`src/rtl/el2_exu_alu_noc_seq_pkg.sv`:
```
// Shared types and defaults for the ALU NoC operand sequencer.
// Holds the FSM state encoding and the default latency and timeout values.
package noc_types;

    localparam int ALU_LAT_DEF = 1;
    localparam int TIMEOUT_DEF = 255;
    localparam int CNT_W_DEF   = 16;
    localparam int SEQ_CNT_W   = 8;

    typedef enum logic [2:0] {
        ST_IDLE  = 3'd0,
        ST_HAVE0 = 3'd1,
        ST_HAVE1 = 3'd2,
        ST_ISSUE = 3'd3,
        ST_EXEC  = 3'd4,
        ST_SEND  = 3'd5
    } noc_state_t;

    // Operand slot 0 is free while nothing, or only operand 1, is held.
    function automatic logic ready0_of(input noc_state_t s);
        return (s == ST_IDLE) || (s == ST_HAVE1);
    endfunction

    function automatic logic ready1_of(input noc_state_t s);
        return (s == ST_IDLE) || (s == ST_HAVE0);
    endfunction

    function automatic logic busy_of(input noc_state_t s);
        return (s == ST_ISSUE) || (s == ST_EXEC);
    endfunction

endpackage

```
`src/rtl/el2_exu_alu_noc_seq.sv`:
```
// Pairs two operand packets from the NoC, issues them to the ALU, waits out
// the ALU latency and hands the result to the sender; every output is registered.
module el2_exu_alu_noc_seq
    import noc_types::*;
#(
    parameter int ALU_LAT = ALU_LAT_DEF,
    parameter int TIMEOUT = TIMEOUT_DEF,
    parameter int CNT_W   = CNT_W_DEF
) (
    input  logic             clk,
    input  logic             rst,
    input  logic             flush,
    input  logic             rx_valid0,
    input  logic             rx_valid1,
    input  logic             tx_ack,
    output logic             rx_ready0,
    output logic             rx_ready1,
    output logic             alu_valid,
    output logic             alu_busy,
    output logic             tx_enable,
    output logic [CNT_W-1:0] done_cnt,
    output logic             err_timeout,
    output logic             err_overrun
);

    localparam logic [SEQ_CNT_W:0]   TIMEOUT_LIM = (SEQ_CNT_W+1)'(TIMEOUT);
    localparam logic [SEQ_CNT_W-1:0] LAT_LOAD    = SEQ_CNT_W'(ALU_LAT);

    noc_state_t           state_q;
    noc_state_t           state_d;
    logic [SEQ_CNT_W-1:0] cnt_q;
    logic [SEQ_CNT_W-1:0] cnt_d;
    logic [CNT_W-1:0]     done_d;
    logic                 err_timeout_d;
    logic                 err_overrun_d;
    logic [SEQ_CNT_W:0]   wait_next;

    assign wait_next = {1'b0, cnt_q} + {{SEQ_CNT_W{1'b0}}, 1'b1};

    // One shared counter: it counts up while waiting for a partner packet and
    // down while the ALU result is in flight; a partner arriving on the
    // timeout cycle still wins.
    always_comb begin
        state_d       = state_q;
        cnt_d         = cnt_q;
        done_d        = done_cnt;
        err_timeout_d = err_timeout;
        err_overrun_d = err_overrun;

        if (flush) begin
            state_d = ST_IDLE;
            cnt_d   = '0;
        end else begin
            if ((rx_valid0 && !rx_ready0) || (rx_valid1 && !rx_ready1)) begin
                err_overrun_d = 1'b1;
            end

            case (state_q)
                ST_IDLE: begin
                    cnt_d = '0;
                    if (rx_valid0 && rx_valid1) begin
                        state_d = ST_ISSUE;
                    end else if (rx_valid0) begin
                        state_d = ST_HAVE0;
                    end else if (rx_valid1) begin
                        state_d = ST_HAVE1;
                    end
                end

                ST_HAVE0: begin
                    if (rx_valid1) begin
                        state_d = ST_ISSUE;
                        cnt_d   = '0;
                    end else if (wait_next >= TIMEOUT_LIM) begin
                        state_d       = ST_IDLE;
                        cnt_d         = '0;
                        err_timeout_d = 1'b1;
                    end else begin
                        cnt_d = wait_next[SEQ_CNT_W-1:0];
                    end
                end

                ST_HAVE1: begin
                    if (rx_valid0) begin
                        state_d = ST_ISSUE;
                        cnt_d   = '0;
                    end else if (wait_next >= TIMEOUT_LIM) begin
                        state_d       = ST_IDLE;
                        cnt_d         = '0;
                        err_timeout_d = 1'b1;
                    end else begin
                        cnt_d = wait_next[SEQ_CNT_W-1:0];
                    end
                end

                ST_ISSUE: begin
                    state_d = ST_EXEC;
                    cnt_d   = LAT_LOAD;
                end

                ST_EXEC: begin
                    if (cnt_q <= SEQ_CNT_W'(1)) begin
                        state_d = ST_SEND;
                        cnt_d   = '0;
                    end else begin
                        cnt_d = cnt_q - SEQ_CNT_W'(1);
                    end
                end

                ST_SEND: begin
                    if (tx_ack) begin
                        state_d = ST_IDLE;
                        done_d  = done_cnt + CNT_W'(1);
                    end
                end

                default: begin
                    state_d = ST_IDLE;
                    cnt_d   = '0;
                end
            endcase
        end
    end

    // Outputs are decoded from the next state so they line up with the state
    // register instead of trailing it by a cycle.
    always_ff @(posedge clk or posedge rst) begin
        if (rst) begin
            state_q     <= ST_IDLE;
            cnt_q       <= '0;
            done_cnt    <= '0;
            err_timeout <= 1'b0;
            err_overrun <= 1'b0;
            rx_ready0   <= 1'b1;
            rx_ready1   <= 1'b1;
            alu_valid   <= 1'b0;
            alu_busy    <= 1'b0;
            tx_enable   <= 1'b0;
        end else begin
            state_q     <= state_d;
            cnt_q       <= cnt_d;
            done_cnt    <= done_d;
            err_timeout <= err_timeout_d;
            err_overrun <= err_overrun_d;
            rx_ready0   <= ready0_of(state_d);
            rx_ready1   <= ready1_of(state_d);
            alu_valid   <= (state_d == ST_ISSUE);
            alu_busy    <= busy_of(state_d);
            tx_enable   <= (state_d == ST_SEND);
        end
    end

endmodule

```
`config.mk`:
```
export PLATFORM = sky130hd
export DESIGN_NAME = el2_exu_alu_noc_seq
export DESIGN_NICKNAME = d
export VERILOG_FILES = /design/src/rtl/el2_exu_alu_noc_seq_pkg.sv /design/src/rtl/el2_exu_alu_noc_seq.sv
export SDC_FILE = /design/constraint.sdc
export NUM_CORES = 1
export LEC_CHECK = 0
export CAP_MARGIN = 20
export CORE_UTILIZATION = 49
export CTS_BUF_LIST = sky130_fd_sc_hd__clkbuf_8 sky130_fd_sc_hd__clkbuf_16
export CTS_CLUSTER_SIZE = 40
export DETAILED_ROUTE_END_ITERATION = 10
export GPL_TIMING_DRIVEN = 0
export PLACE_DENSITY = 0.75
export SYNTH_ARGS = -nofsm -noshare
export SYNTH_HDL_FRONTEND = slang
export SYNTH_SLANG_ARGS = --single-unit
export TNS_END_PERCENT = 5
```
`constraint.sdc`:
```
create_clock -name clk -period 2.1 [get_ports clk]
set_clock_uncertainty 0.1 [all_clocks]
set_input_delay 0.42 -clock clk [delete_from_list [all_inputs] [get_ports clk]]
set_output_delay 0.42 -clock clk [all_outputs]
set_load 0.1 [all_outputs]
```
-- Word-level counts from Yosys, hierarchy flattened
Cells that the tools add are included.
- $add $sub $neg: 3
- shifts and indexed selects: 0
- divide/modulo/power cells: 0
- reduce and logical (&&, ||, !) cells: 15
- multiply operators: 0
- muxes and demuxes: 20
- equality and inequality tests: 13
- magnitude comparators: 2
- bitwise logic cells: 1
- operators by type and width (cell ; number):
    $mux W8 ; 5
    $pmux W8 S5 ; 1
    $mux W3 ; 9
    $pmux W3 S6 ; 1
    $add A16 B1 Y16 const B ; 1
    $eq A3 B2 Y1 const B ; 4
    $eq A3 B3 Y1 const B ; 4
    $add A8 B1 Y9 const B ; 1
    $ge A9 B8 Y1 const B ; 1
    $le A8 B1 Y1 const B ; 1
    $sub A8 B1 Y8 const B ; 1
    $eq A3 B1 Y1 const B ; 2
    $logic_not A3 Y1 ; 2
    $ne A2 B2 Y1 const B ; 3
    $logic_or A1 B1 Y1 ; 4
    $reduce_and A4 Y1 ; 1
    $logic_and A1 B1 Y1 ; 3
    $mux W1 ; 3
    $reduce_and A3 Y1 ; 1
    $logic_not A1 Y1 ; 2
    $pmux W1 S2 ; 1
    $reduce_and A2 Y1 ; 1
    $reduce_bool A2 Y1 ; 1
    $not A1 Y1 ; 1
- memory bits (read-only): 0
- input bits: 6
- word-level logic and storage cells: 64
- output and inout port bits: 23
- bits in registers: 34
- latch bits: 0
- bits in writable memories: 0
- memories: 0

-- Logic depth before layout (Yosys ltp)
- depth after elaboration: 8
- gate-level depth with buffers: 8

-- Least setup slack after synthesis
No wires, ideal clock.
- path type: reg2reg
- from: register cnt_q[0]
- to: register cnt_q[7]
- cell stages (with the launch flop): 9
- setup slack: -128 ps
- data required time: 1917 ps
- arrival time: 2045 ps
- buffers on the path: 1
- path through: dfrtp_1 clkbuf_1 inv_1 ha_1 nor2_1 nor2_1 o311ai_0 mux2i_1 o21ai_0
- cells in the longest elaborated chain, start to end: 6
- elaborated cells between the ends (all ways): 10
- those cells by class: add/sub: 2; order compare: 2; mux: 6
- RTL lines (what ; line ; RTL):
    from (decl) ; el2_exu_alu_noc_seq.sv:31 ; logic [SEQ_CNT_W-1:0] cnt_q;
    from (signal assigned) ; el2_exu_alu_noc_seq.sv:141 ; cnt_q <= cnt_d;
    $add A8 B1 Y9 ; el2_exu_alu_noc_seq.sv:38 ; assign wait_next = {1'b0, cnt_q} + {{SEQ_CNT_W{1'b0}}, 1'b1};
    $ge A9 B8 Y1 ; el2_exu_alu_noc_seq.sv:74, el2_exu_alu_noc_seq.sv:87 ;
    $mux W8 ; el2_exu_alu_noc_seq.sv:74, el2_exu_alu_noc_seq.sv:87 ;
    $mux W8, on equally long branches ; el2_exu_alu_noc_seq.sv:84, el2_exu_alu_noc_seq.sv:71 ;
    $pmux W8 S5 (*) ; el2_exu_alu_noc_seq.sv:58 ; case (state_q)
    $mux W8 (*) ; el2_exu_alu_noc_seq.sv:50 ; if (flush) begin
Every way passes the cells marked *; elsewhere a longest branch is shown, timed or not.
A chain may end at the register's enable or synchronous reset.

-- Worst setup path in the final report
- from: register done_cnt[11]
- to: output port done_cnt[11]
- RTL lines (what ; line ; RTL):
    from (decl) ; el2_exu_alu_noc_seq.sv:21 ; output logic [CNT_W-1:0] done_cnt,
    from (signal assigned) ; el2_exu_alu_noc_seq.sv:142 ; done_cnt <= done_d;
No word-level cell between the ends.

==> metrics.txt <==
wire per inst=15.2 um; family with the most delay on the worst path=buffers and inverters; synth unique cells=a little under 60; drt pass-1 iters=4; Final setup viols=0; clock sink count=34; Worst Path Max Fanout=3; total power=roughly 0.0024 W; Worst-path clk slew=0.07 ns; Synth Area in Adders=3.04%; synthesized net count=231; FF+latch count, synth=34; Synth area leader=dfrtp_1; Area Overhead vs Synth=26.8%; fraction of layout cells with a size suffix above 1=roughly 22%; cell count after synthesis=220; Antenna diodes=0; Period minus WS final=2.07 ns; commonest non-fill, non-tap cell in the layout=dfrtp_1; Synth Area in Compound Gates=16.9%; max FFs per register=16; CP bufs+invs=1; CP max stage cell=dlygate4sd2_1; most common flop cell mapped by yosys=dfrtp_1; crit path kind=reg -> out; clk_lat worst skew=0.30 ns; cells along the critical path=dlygate4sd2_1; Mapped Avg Cell Area=9.37 um^2; Root Driver=clkbuf_8; GRT Total Usage=23.6%; TritonCTS buffer count=5; Slew @ Worst Pin=0.966 ns; iteration-0 DRC count of the detailed router=around 190; largest net degree at the start of global routing=24; Longest Clk Path Bufs=2; antenna violations before repair=0; hold slack=0.304 ns; hold crit path type=in -> reg; Initial Util=just over 50%; Remaining Overflow, GRT=0; fin worst setup slack=0.0296 ns; Multi-input gate area=1140 um^2; startpoint types=register; total core area=4030 um^2; Detail Route Antenna Nets=0; Synth top area share=38.9%; number of H-tree levels=2; pre-CTS WS=-0.457 ns; Worst EP arrival=around 1.6 ns; die span in y=roughly 67 um; IO Count=29; YS warnings=0; fraction of registers with async set/reset=100%; Rows=23; largest family of logic cells by synthesized area=simple AND/OR/NAND/NOR gates; top post-synthesis cells by area=dfrtp_1, nor2_1, xnor2_1; Top reg by flops=done_cnt; Final nets=268; Slew Limit Fails=0; PortBufs=27; DRC Markers=0; number of synthesized flops with an enable pin=0; Final Hold Fails=0; GP Congestion=a little under 0.9; chip width=66.9 um; Power per Cell Area=903 nW/um^2; crit end category=primary output; biggest regs=done_cnt x16, cnt_q x8, state_q x3; mux contribution to synthesized area=1.03%; CTS tree=done; Leakage=~1.2 nW; Vias/cell=5.75; first-pass GRT wire length=7.85 mm; dpl hpwl=3.27 mm; most frequent cells in the layout=dfrtp_1, nor2_1, nand2_1, nand3_1, inv_1; worst vdd ir=0.538 mV; Filler Cell Count=about 350; Req. time, crit path=1.58 ns; fin crit share=98.6%; RSZ-0062 raised after global routing=true; FMAX=0.483 GHz; sequential share of the synthesized area=41.4%; simple-gate area share of the yosys netlist=between 20 and 25%; vias=about 1,800; synthesized cell area=2060 um^2; area share of xor/xnor cells in the synthesized design=6.80%; Storage cell area=around 860 um^2; maxcap violations=0; Routed WL=4.68 mm; Relative slew margins=35.8%; vias in the first global route=1,708; Finished Core Util=between 60% and 70%; status=finished clean; Die Area=4470 um^2; CP max stage delay=0.87 ns
[per-stage QoR]
stage | instances | TNS, ns | area, um^2
2_1_floorplan | 220 | -0.0801 | 2070
3_3_place_gp | 297 | -5.10 | 2400
3_5_place_dp | 298 | -5.14 | 2430
4_1_cts | 306 | 0 | 2590
5_1_grt | 308 | -0.0518 | 2610
6_report | 308 | 0 | 2610
[power breakdown]
part           switching, W  internal [W]  leakage [nW]
Sequential        0.0000722      0.000736         0.447
Clock              0.000255      0.000382        0.0626
Combinational      0.000598      0.000316         0.661
[worst paths after layout]
check	start	slack (ns)	endpoint	depth (start not counted)
max	done_cnt[11]$_DFFE_PP0P_	0.03	done_cnt[11]	1
min in group asynchronous	rst	0.35	cnt_q[2]$_DFFE_PP0P_	2
min	flush	0.30	cnt_q[0]$_DFFE_PP0P_	2
min reg2reg	err_timeout$_DFFE_PP0P_	0.36	err_timeout$_DFFE_PP0P_	1
max reg2reg	cnt_q[0]$_DFFE_PP0P_	0.06	cnt_q[2]$_DFFE_PP0P_	8
max in group asynchronous	rst	1.04	done_cnt[0]$_DFFE_PP0P_	3
[routing by layer]
| layer | part of all wire [%] | vias to the layer above | global-route usage (%) | wire length (um) |
|---|---|---|---|---|
| li1 | - | 858 | - | - |
| met1 | 46 | 856 | 30.6 | 2160 |
| met2 | 47 | 48 | 38.1 | 2210 |
| met3 | 4.8 | 8 | 4.79 | 223 |
| met4 | 1.7 | 0 | 9.31 | 81 |
| met5 | 0 | - | 0 | 0 |
[cell families after synthesis]
kind of cell             after synthesis
flip-flops                            34
adder cells (fa/ha/maj)                5
AND/OR/NAND/NOR                       90
buffers and inverters                 26
AO/OA/AOI/OAI                         47
multiplexers                           2
XOR/XNOR                              16
[synth_stat cells, types with 2 or more instances]
| master | n |
|---|---|
| a21o_1 | 2 |
| a21oi_1 | 11 |
| a221oi_1 | 2 |
| a31oi_1 | 3 |
| and2_1 | 2 |
| buf_2 | 4 |
| buf_4 | 4 |
| buf_6 | 2 |
| clkbuf_1 | 3 |
| dfrtp_1 | 32 |
| dfstp_2 | 2 |
| ha_1 | 5 |
| inv_1 | 13 |
| nand2_1 | 14 |
| nand2b_1 | 3 |
| nand3_1 | 13 |
| nand3b_1 | 3 |
| nand4_1 | 5 |
| nor2_1 | 25 |
| nor3_1 | 4 |
| nor3b_1 | 3 |
| nor4_1 | 2 |
| o211a_1 | 3 |
| o211ai_1 | 3 |
| o21ai_0 | 4 |
| o22ai_1 | 2 |
| o311ai_0 | 2 |
| o31ai_1 | 2 |
| or3_1 | 3 |
| xnor2_1 | 10 |
| xor2_1 | 6 |
[repair_timing]
action / 4_1_cts / 5_1_grt
resized for setup: 55 / 13
pin swaps: 0 / 2
hold buffers: 0 / 0
setup endpoints to repair: 39 / 13
setup buffers: 0 / 2
endpoints found under the hold margin: 0 / 0
[final cells by class]
class	count	area share, %
multi-input combinational	160	43.7
sequential	34	32.8
timing repair buffer	30	11.0
buffer	13	3.74
clock buffer	6	3.16
tap	50	2.39
inverter	13	1.87
clock inverter	2	1.29
(Power assumes the default switching activity.)
